## config.mk

```make
export PLATFORM = sky130hd
export DESIGN_NAME = spi_sclk_engine
export DESIGN_NICKNAME = d
export VERILOG_FILES = /design/src/rtl/spi_sclk_engine.sv
export SDC_FILE = /design/constraint.sdc
export NUM_CORES = 1
export LEC_CHECK = 0
export CAP_MARGIN = 20
export CORE_MARGIN = 2
export CORE_UTILIZATION = 40
export DETAILED_ROUTE_END_ITERATION = 7
export PLACE_DENSITY = 0.62
export SLEW_MARGIN = 15
export SYNTH_ARGS = -nofsm -noshare
export SYNTH_HDL_FRONTEND = slang
export SYNTH_SLANG_ARGS = --single-unit
```

## constraint.sdc

```tcl
create_clock -name system_clock -period 2.58 [get_ports system_clock]
set_input_delay 0.258 -clock system_clock [delete_from_list [all_inputs] [get_ports system_clock]]
set_output_delay 0.258 -clock system_clock [all_outputs]
set_load 0.01 [all_outputs]
```

## src/rtl/spi_sclk_engine.sv

```systemverilog
// SPI serial-clock / chip-select engine: runtime divider, CPOL/CPHA and bit count,
// programmable CS_N setup/hold, and sample/shift strobes aligned to SCLK edges.
module spi_sclk_engine #(
    parameter int DIV_WIDTH    = 8,
    parameter int BITS_WIDTH   = 8,
    parameter int SETUP_CYCLES = 2,
    parameter int HOLD_CYCLES  = 2
) (
    input  logic                  system_clock,
    input  logic                  reset_n,
    input  logic                  start,
    input  logic                  abort,
    input  logic [DIV_WIDTH-1:0]  clk_div,
    input  logic [BITS_WIDTH-1:0] num_bits,
    input  logic                  cpol,
    input  logic                  cpha,
    output logic                  SPI_SCLK,
    output logic                  CS_N,
    output logic                  sample_stb,
    output logic                  shift_stb,
    output logic                  busy,
    output logic                  done,
    output logic [BITS_WIDTH-1:0] bit_count
);

    typedef enum logic [2:0] {IDLE, CS_SETUP, ACTIVE, CS_HOLD, FINISH} state_t;

    localparam int PH_MAX = (SETUP_CYCLES > HOLD_CYCLES) ? SETUP_CYCLES : HOLD_CYCLES;
    localparam int PH_W   = (PH_MAX < 2) ? 1 : $clog2(PH_MAX);
    localparam logic [PH_W-1:0] SETUP_LAST = PH_W'(SETUP_CYCLES - 1);
    localparam logic [PH_W-1:0] HOLD_LAST  = PH_W'(HOLD_CYCLES - 1);

    state_t                state, state_nx;
    logic [DIV_WIDTH-1:0]  div_cnt, div_cnt_nx;
    logic [BITS_WIDTH:0]   edge_cnt, edge_cnt_nx, edge_inc;
    logic [PH_W-1:0]       ph_cnt, ph_cnt_nx;
    logic [DIV_WIDTH-1:0]  div_q, div_q_nx;
    logic [BITS_WIDTH-1:0] nbits_q, nbits_q_nx;
    logic                  cpol_q, cpol_q_nx;
    logic                  cpha_q, cpha_q_nx;
    logic                  sclk_nx, cs_n_nx, sample_nx, shift_nx, busy_nx, done_nx;
    logic [BITS_WIDTH-1:0] bit_count_nx;

    always_ff @(posedge system_clock or negedge reset_n) begin
        if (!reset_n) begin
            state      <= IDLE;
            div_cnt    <= '0;
            edge_cnt   <= '0;
            ph_cnt     <= '0;
            div_q      <= '0;
            nbits_q    <= '0;
            cpol_q     <= 1'b0;
            cpha_q     <= 1'b0;
            SPI_SCLK   <= 1'b0;
            CS_N       <= 1'b1;
            sample_stb <= 1'b0;
            shift_stb  <= 1'b0;
            busy       <= 1'b0;
            done       <= 1'b0;
            bit_count  <= '0;
        end else begin
            state      <= state_nx;
            div_cnt    <= div_cnt_nx;
            edge_cnt   <= edge_cnt_nx;
            ph_cnt     <= ph_cnt_nx;
            div_q      <= div_q_nx;
            nbits_q    <= nbits_q_nx;
            cpol_q     <= cpol_q_nx;
            cpha_q     <= cpha_q_nx;
            SPI_SCLK   <= sclk_nx;
            CS_N       <= cs_n_nx;
            sample_stb <= sample_nx;
            shift_stb  <= shift_nx;
            busy       <= busy_nx;
            done       <= done_nx;
            bit_count  <= bit_count_nx;
        end
    end

    always_comb begin
        state_nx     = state;
        div_cnt_nx   = div_cnt;
        edge_cnt_nx  = edge_cnt;
        ph_cnt_nx    = ph_cnt;
        div_q_nx     = div_q;
        nbits_q_nx   = nbits_q;
        cpol_q_nx    = cpol_q;
        cpha_q_nx    = cpha_q;
        sclk_nx      = SPI_SCLK;
        cs_n_nx      = CS_N;
        busy_nx      = busy;
        bit_count_nx = bit_count;
        sample_nx    = 1'b0;
        shift_nx     = 1'b0;
        done_nx      = 1'b0;
        edge_inc     = edge_cnt + (BITS_WIDTH+1)'(1);

        case (state)
            IDLE: begin
                sclk_nx = cpol_q;
                if (start && (num_bits != '0)) begin
                    div_q_nx     = clk_div;
                    nbits_q_nx   = num_bits;
                    cpol_q_nx    = cpol;
                    cpha_q_nx    = cpha;
                    sclk_nx      = cpol;
                    cs_n_nx      = 1'b0;
                    busy_nx      = 1'b1;
                    bit_count_nx = '0;
                    ph_cnt_nx    = '0;
                    state_nx     = CS_SETUP;
                end
            end
            CS_SETUP: begin
                if (ph_cnt == SETUP_LAST) begin
                    div_cnt_nx  = '0;
                    edge_cnt_nx = '0;
                    state_nx    = ACTIVE;
                end else begin
                    ph_cnt_nx = ph_cnt + PH_W'(1);
                end
            end
            ACTIVE: begin
                if (div_cnt == div_q) begin
                    div_cnt_nx  = '0;
                    sclk_nx     = ~SPI_SCLK;
                    edge_cnt_nx = edge_inc;
                    // An even count of completed edges means the coming edge is a leading one
                    if (~edge_cnt[0] ^ cpha_q) begin
                        sample_nx    = 1'b1;
                        bit_count_nx = bit_count + BITS_WIDTH'(1);
                    end else begin
                        shift_nx = 1'b1;
                    end
                    if (edge_inc == {nbits_q, 1'b0}) begin
                        ph_cnt_nx = '0;
                        state_nx  = CS_HOLD;
                    end
                end else begin
                    div_cnt_nx = div_cnt + DIV_WIDTH'(1);
                end
            end
            CS_HOLD: begin
                if (ph_cnt == HOLD_LAST) begin
                    cs_n_nx  = 1'b1;
                    busy_nx  = 1'b0;
                    done_nx  = 1'b1;
                    state_nx = FINISH;
                end else begin
                    ph_cnt_nx = ph_cnt + PH_W'(1);
                end
            end
            FINISH: begin
                state_nx = IDLE;
            end
            default: begin
                state_nx = IDLE;
            end
        endcase

        if (abort && (state != IDLE)) begin
            state_nx     = IDLE;
            sclk_nx      = cpol_q;
            cs_n_nx      = 1'b1;
            busy_nx      = 1'b0;
            sample_nx    = 1'b0;
            shift_nx     = 1'b0;
            done_nx      = 1'b0;
            bit_count_nx = bit_count;
        end
    end

endmodule

```

Yosys cells after proc, flatten, opt, wreduce, memory -nomap -nowiden
Cells that the tools add are included.
- add/sub/neg operators: 4
- equal/unequal tests: 15
- multiplexer cells: 44
- bitwise gates (word level): 4
- reduce and logical (&&, ||, !) cells: 19
- operators by type and width (kind ; number):
    8-bit two-way mux ; 5
    8-bit one-hot mux with 2 select lines ; 2
    1-bit two-way mux ; 23
    3-bit two-way mux ; 6
    9-bit two-way mux ; 2
    9-bit one-hot mux with 2 select lines ; 1
    8-bit by 1-bit adder with 8-bit output, second input constant ; 2
    3-bit != test, second input constant ; 5
    3-bit one-hot mux with 4 select lines ; 1
    3-bit nonzero test ; 4
    2-bit != test, second input constant ; 5
    5-bit AND reduction ; 2
    9-bit by 1-bit adder with 9-bit output, second input constant ; 1
    9-bit == test ; 1
    8-bit == test ; 1
    8-bit nonzero test ; 1
    3-bit by 2-bit == test with 1-bit output, second input constant ; 2
    1-bit one-hot mux with 2 select lines ; 3
    2-bit AND reduction ; 3
    3-bit AND reduction ; 2
    4-bit AND reduction ; 1
    2-bit nonzero test ; 2
    3-bit by 1-bit == test with 1-bit output, second input constant ; 1
    3-bit logical NOT ; 1
    other kinds (6) ; 9
- register bits after elaboration: 53
- input bits: 22
- output and inout port bits: 14

Logic depth before layout (Yosys ltp)
Gate-level depths: netlist (run 1).
- word-level depth: 6
- mapped depth: 7
- gate-level depth less buffers: 6

Least setup slack after synthesis (run 1)
OpenSTA, ideal clock, no wires.
- path type: flip-flop to flip-flop
- start point: register div_cnt[4]
- end point: register edge_cnt[7]
- arrival: 1.952 ns
- setup slack: 0.524 ns
- stages on the path, launching flop included: 7
- buffers on the path: 1
- clock period less this slack: 2.056 ns
- path through: dfrtp_1 -> xor2_1 -> nor4_4 -> a21oi_2 -> or3_1 -> buf_2 -> o41ai_2
- longest elaborated chain between the ends: 3
- ends and longest elaborated chain (what ; line ; RTL):
    from (decl) ; 34 ; logic [DIV_WIDTH-1:0] div_cnt, div_cnt_nx;
    from (signal assigned) ; 63 ; div_cnt <= div_cnt_nx;
    8-bit == test ; 124 ; if (div_cnt == div_q) begin
    2-bit != test (no line) ; - ;
    3-bit AND reduction (no line) ; - ;
    to (signal assigned) ; 64 ; edge_cnt <= edge_cnt_nx;
    to (decl) ; 35 ; logic [BITS_WIDTH:0] edge_cnt, edge_cnt_nx, edge_inc;
No other way between the ends.
A chain may end at the register's enable or synchronous reset.

Worst setup path in the final report (run 1)
- start point: register state[2]
- end point: register edge_cnt[7]
- longest elaborated chain between the ends: 3
- elaborated cells on any way between the ends: 7
- those cells by class: eq/ne: 4; mux: 1; reduce/logical: 2
- ends and longest elaborated chain (what ; line ; RTL):
    from (decl) ; 33 ; state_t state, state_nx;
    from (signal assigned) ; 62 ; state <= state_nx;
    3-bit by 1-bit == test with 1-bit output or 3-bit by 2-bit == test with 1-bit output (tied branches) ; 98 ; case (state)
    2-bit != test (no line) or 2-bit nonzero test (tied branches) ; - ;
    3-bit AND reduction (no line) ; - ;
Parallel ways exist; a longest one is shown, timed or not.

==> flow_summary.ini, run 1 <==
[status]
outcome = complete, no violations

[worst_setup_path]
timing.critical_path.to_type = flip-flop
r2r-end = edge_cnt[7]
reg2regPathDepth = 3
timing.critical_path.cells = or3b_2 -> or3_1 -> o41ai_2
critical_path_peak_fanout = 9
timing_worst_setup_path_type = reg2reg
critical_path.slowest_cell = or3b_2
arrival_ps = 2340
crit_path_start_kind = flip-flop
timing.critical_path.from = state[2]
worstSetupEndpoint = edge_cnt[7]
regToRegSetupSlack_ps = 450
slowest_delay_ps = 620
worstPathRequired_ps = 2790
crit-reg2reg-launch = state[2]

[sta]
slew_violations = 0
grt_setup_unrepaired = false
setup_clock_skew_after_layout_ps = 3.316
timing.final.setup_violations = 0
period_needed_ps = 2134
max_freq_mhz = 468.7
timing.final.crit_share_pct = 82.70
max-slew-margin-rel_pct = 54.13
setup_tns_after_final_layout_ps = 0
timing.final.hold_violations = 0
timing_worst_slew_pin_value_ps = 688.0

[synth]
synthDistinctLibCells = 52
postSynthAreaPerCell_um2 = 9.063
netlist_area_pre_place_um2 = 2945
postSynth.topFlopCell = dfrtp_1
ys_seq_elements = 53
number_of_flops_mapped_to_enable_cells_by_yosys = 0
number_of_nets_in_the_synthesized_netlist = 350
synth-async-reset-ratio_pct = 100.0
synth_sequential_area_ratio_pct = 45.07
yosys_warnings = 0
netlist_instances = 325

[clock_network]
cts_buffer_depth = 2
number_of_buffers_added_by_the_clock_tree_synthesis_step = 5
clock_insertion_delay_worst_skew_ps = 310
cts.reportedPaths.clkPinSlew_ps = 100
postcts_setup_bufs = 0
clock_sink_count = 53
number_of_gates_resized_after_cts = 0
cts_root_buffer = clkbuf_8
cts_tree = built
htree_levels = 2
hold_buffers = 0

[die]
number_of_primary_i_o_pins = 36
core-area_um2 = 7176
die_h_um = 89.81
die_area_um2 = 8066
number_of_rows_created_at_floorplan = 31
floorplan.initialDensity_pct = 41.05
chipWidth_um = 89.81

[finish]
finish.net_count = 396
final_cell_count_no_fill = 471
antenna_cells_inserted = 0
layout-area-overhead-vs-synth_pct = 24.26
drive_gt1_share_pct = 12.37

[run]
drv.max_cap_violation_count = 0

[power]
power-per-cell-area_nw_per_um2 = 933.7
internal_power_mw = 2.101
worst_ir_drop_vdd_v = 0.0004884
switching_share_pct = 38.52
switching_power_mw = 1.316
power_frac_clock_pct = 19.4
leakage_nw = 1.633
combPwrFrac_pct = 43.7
p_seq_share_pct = 36.9
total_power_mw = 3.417

[worst_hold_path]
worst_hold_check_path_type = in2async

[route]
via_per_inst = 5.395
wl_per_cell_um = 14.96
detailedRoute.firstIterationViolations = 160
finalWirelength_um = 7047
drt_first_pass_iters = 5
final_antenna_net_count = 0
routed-via-count = 2541
drt_drc_violations_left = 0

[placed_design]
dpl.cell_count = 463
hpwlAfterDp_um = 5109
io_buffer_count = 35
global_placer_s_final_weighted_congestion = 0.8719

[global_route]
first_global_vias = 2461
grt_pass1_wl_um = 12130
pin_count_of_the_biggest_net_entering_global_routing = 54
grt.total_usage_pct = 18.16
grt_remaining_overflow = 0
grt_antenna_before_repair = 0
[cell usage after synthesis, types with 7 or more instances]
master     n  area share (%)
o21ai_0   18             3.1
dfrtp_1   52              44
a31oi_1    7             1.5
o31ai_1   14             3.6
nand2_1   75             9.6
nor3_1    10             1.7
nand3_1    8             1.4
a21oi_1    8             1.4
inv_1      7            0.89
mux2i_1    8             2.7
nor2_1    11             1.4
clkbuf_1  12             1.5
and3_1     7             1.5
xor2_1    11             3.3
[registers in the layout, summed over array words and instances, names as in the netlist]
name	count
cpha_q	1
nbits_q	8
edge_cnt	9
busy	1
cpol_q	1
done	1
div_cnt	8
div_q	8
SPI_SCLK	1
ph_cnt	1
shift_stb	1
bit_count	8
sample_stb	1
CS_N	1
state	3
[placed cells by master (no fill, tap or decap), types with 4 or more instances in the layout]
cell type and instances:
clkbuf_8 5, mux2i_1 8, o21ai_0 18, inv_1 7, or2_2 5, clkdlybuf4s50_1 34
a31oi_1 7, o31ai_1 14, xor2_1 11, nand4_1 6, dfrtp_1 52, xnor2_1 6
nor2_1 11, a21o_1 4, a211oi_1 4, a21oi_1 8, a22o_1 5, nand3_1 8
nor4_1 4, nand2_1 75, and3_1 7, buf_4 20, nor3_1 10
[metal layers]
layer | vias up | wire (um) | global-route usage (%)
met1 | 1212 | 3473 | 26.64
met4 | 0 | 63 | 3.974
met5 | - | 0 | 0
li1 | 1250 | - | -
met2 | 74 | 3139 | 28.03
met3 | 5 | 371 | 3.604
[how the worst min path moves through the flow]
| stage | start | to |
|---|---|---|
| 6_report | reset_n | nbits_q[6] |
| 4_1_cts | reset_n | edge_cnt[4] |
| 5_1_grt | reset_n | nbits_q[6] |
| 3_5_place_dp | reset_n | nbits_q[6] |
| 2_1_floorplan | reset_n | SPI_SCLK |
| 3_3_place_gp | reset_n | nbits_q[6] |
[kinds of logic (layout without fill, tap and decap cells)]
kind of cell	Yosys count	count (layout)	synth area share (%)
DFF	53	53	45.07
adders and majority gates	3	3	1.275
buffers and inverters	24	71	3.313
AOI/OAI and AO/OA	76	76	18.35
muxes	10	10	3.483
xor gates and xnor gates	17	17	5.055
and+or+nand+nor	142	142	23.45
[stage by stage]
step | util [%] | setup slack [ps] | hold WS [ps] | instance area [um2]
after floorplan | - | 524.1 | -37.59 | 2945
final | 51.00 | 446.4 | 49.72 | 3660
after global placement | 49.14 | 404.5 | 433.3 | 3526
after detailed placement | 49.14 | 365.6 | 429.3 | 3526
after global routing | 51.00 | 326.6 | 128.7 | 3660
after CTS | 51.00 | 450.1 | 93.29 | 3660
[worst max-delay path, delay by kind of cell (launching register included)]
kind | cells | cell delay, ps
AOI/OAI and AO/OA | 1 | 350
DFF | 1 | 490
and+or+nand+nor | 2 | 1190
[final cells by class]
type                       instances  area (um2)
multi-input combinational        248        1533
clock inverter                     3       65.06
inverter                           7       26.28
sequential                        53        1328
fill                             678        3516
clock buffer                       5       68.82
tap                               99       123.9
timing repair buffer              56       515.5
[power groups by stage]
| stage | logic (mW) | clock network, mW | registers, mW |
|---|---|---|---|
| CTS | 1.50 | 0.676 | 1.26 |
| global placement | 1.47 | 0 | 1.28 |
| detailed placement | 1.49 | 0 | 1.28 |
| floorplan | 0.974 | 0 | 1.23 |
| finish | 1.49 | 0.662 | 1.26 |
| global route | 1.66 | 0.706 | 1.29 |
No activity file was read; power rests on OpenSTA's default activity.
==> inputs of run 2 (changes only) <==
Clock period 2.58 ns to 2.2 ns, I/O delays scaled along.
==> run 2 against run 1 <==
Net effect:
- register-to-register slack got worse by 310 ps
- die area did not move
- worst hold slack improved by 360 ps
- largest cell class unchanged
- critical path depth rose by 2
- combinational power rose by 21%
- critical endpoint is now bit_count[0]
- largest power group unchanged
- maximum frequency rose by 3.5%
- clock power fell by 15%
==> flow_summary.ini, run 2 (synthesis gave the netlist of run 1 again) <==
[route]
final_antenna_net_count = 0
detailedRoute.firstIterationViolations = 185
finalWirelength_um = 7282
routed-via-count = 2550
wl_per_cell_um = 15.14
via_per_inst = 5.301
drt_first_pass_iters = 4
drt_drc_violations_left = 0

[global_route]
first_global_vias = 2589
grt_remaining_overflow = 0
grt.total_usage_pct = 18.87
pin_count_of_the_biggest_net_entering_global_routing = 54
grt_pass1_wl_um = 12450
grt_antenna_before_repair = 0

[die]
chipWidth_um = 89.81
die_h_um = 89.81
number_of_rows_created_at_floorplan = 31
number_of_primary_i_o_pins = 36
core-area_um2 = 7176
floorplan.initialDensity_pct = 41.05
die_area_um2 = 8066

[clock_network]
clock_sink_count = 53
cts.reportedPaths.clkPinSlew_ps = 100
cts_tree = built
cts_buffer_depth = 2
clock_insertion_delay_worst_skew_ps = 310
cts_root_buffer = clkbuf_8
htree_levels = 2
number_of_buffers_added_by_the_clock_tree_synthesis_step = 5

[finish]
antenna_cells_inserted = 0
drive_gt1_share_pct = 14.66
largest_reg_flops = 9
max_flop_register = edge_cnt
finish.net_count = 406
layout.cells.most_common_list = nand2_1, dfrtp_1, clkdlybuf4s50_1, buf_4, o21ai_0
layout-area-overhead-vs-synth_pct = 25.87
layout_commonest_cell = nand2_1
layout.filler_cells = 675

[worst_setup_path]
path_delay_family = simple AND/OR/NAND/NOR gates
worstPathRequired_ps = 2400
crit_path_start_kind = flip-flop
timing.critical_path.cells = xnor2_1 -> nor2b_1 -> a21oi_1 -> nor3_1 -> mux2_2
critical_path_peak_fanout = 8
critical_path.slowest_cell = dfrtp_1
timing.critical_path.to_type = flip-flop
slowest_delay_ps = 490
arrival_ps = 2260
crit_buf_inv = 0
timing_worst_setup_path_type = reg2reg

[power]
total_power_mw = 3.835
leakage_nw = 1.662
power-per-cell-area_nw_per_um2 = 1034
worst_ir_drop_vdd_v = 0.0005382

[sta]
timing_worst_slew_pin_value_ps = 418.7
slew_violations = 0
setup_clock_skew_after_layout_ps = 5.545
period_needed_ps = 2061
timing.final.setup_violations = 0
setup_slack_ps = 139.2
max-slew-margin-rel_pct = 71.83
grt_setup_unrepaired = false
max_freq_mhz = 485.2
timing.final.hold_violations = 0
timing.final.crit_share_pct = 93.67

[worst_hold_path]
worst_hold_check_path_type = in2async

[placed_design]
pre_cts_ws_ps = -66.23
io_buffer_count = 35
hpwlAfterDp_um = 5204
global_placer_s_final_weighted_congestion = 0.8337

[run]
drv.max_cap_violation_count = 0

[status]
outcome = complete, no violations
==> run 2: changes by cell type in the layout (fill, tap and decap cells not counted) <==
cell           before  now
or3_4               0    1
dlygate4sd3_1       0    1
buf_12              1    2
clkinvlp_4          0    1
clkinv_2            1    2
bufinv_16           2    0
buf_4              20   28
or3_1               2    1
==> run 2: area by class of cell <==
type | count | area [um2] | share of cell area [%]
timing repair buffer | 66 | 605.6 | 16.33
clock inverter | 3 | 17.52 | 0.4725
sequential | 53 | 1328 | 35.81
clock buffer | 5 | 68.82 | 1.856
multi-input combinational | 248 | 1538 | 41.48
tap | 99 | 123.9 | 3.341
inverter | 7 | 26.28 | 0.7087
==> run 2: timing repair <==
action,4_1_cts,5_1_grt
hold buffers,1,0
resized for setup,0,1
setup buffers,0,0
hold endpoints to repair,52,0
setup endpoints to repair,0,2
==> run 2: worst reg2reg max path, cell delays in order, from the launching register on <==
cell,delay [ps]
dfrtp_1,490
xnor2_1,260
nor2b_1,330
a21oi_1,210
nor3_1,290
mux2_2,380
==> run 2: stage by stage <==
step / utilization [%] / TNS, ps / area, um2 / hold slack (ps) / std cells
floorplan: - / 0 / 2945 / -75.59 / 325
finish: 51.67 / 0 / 3707 / 413.8 / 481
detailed placement: 50.25 / -124.6 / 3606 / 242.8 / 472
global route: 51.67 / 0 / 3707 / 424.2 / 481
global placement: 50.25 / 0 / 3606 / 240.1 / 472
CTS: 51.60 / 0 / 3702 / 414.5 / 481
==> run 2: report_power, final <==
group          internal [mW]  switching [mW]
registers               1.24           0.227
logic                  0.803            1.01
clock network          0.221           0.343
total                   2.26            1.58
==> run 2: routing by layer <==
layer / vias up / share of wire, % / global-route usage [%]
li1: 1275 / - / -
met1: 1202 / 50 / 27.01
met2: 62 / 45 / 28.91
met3: 11 / 4.4 / 3.688
met4: 0 / 1.5 / 6.154
met5: - / 0 / 0
==> run 2: worst paths after layout <==
path | cells after the start | to | slack [ps] | start
setup / recovery | 5 | bit_count[0] | 140 | edge_cnt[0]
hold / removal | 3 | nbits_q[2] | 410 | reset_n
setup reg to reg | 5 | bit_count[0] | 140 | edge_cnt[0]
hold reg to reg | 2 | CS_N | 470 | CS_N
max in group asynchronous | 3 | CS_N | 1480 | reset_n
min in group system_clock | 3 | div_q[1] | 420 | clk_div[1]
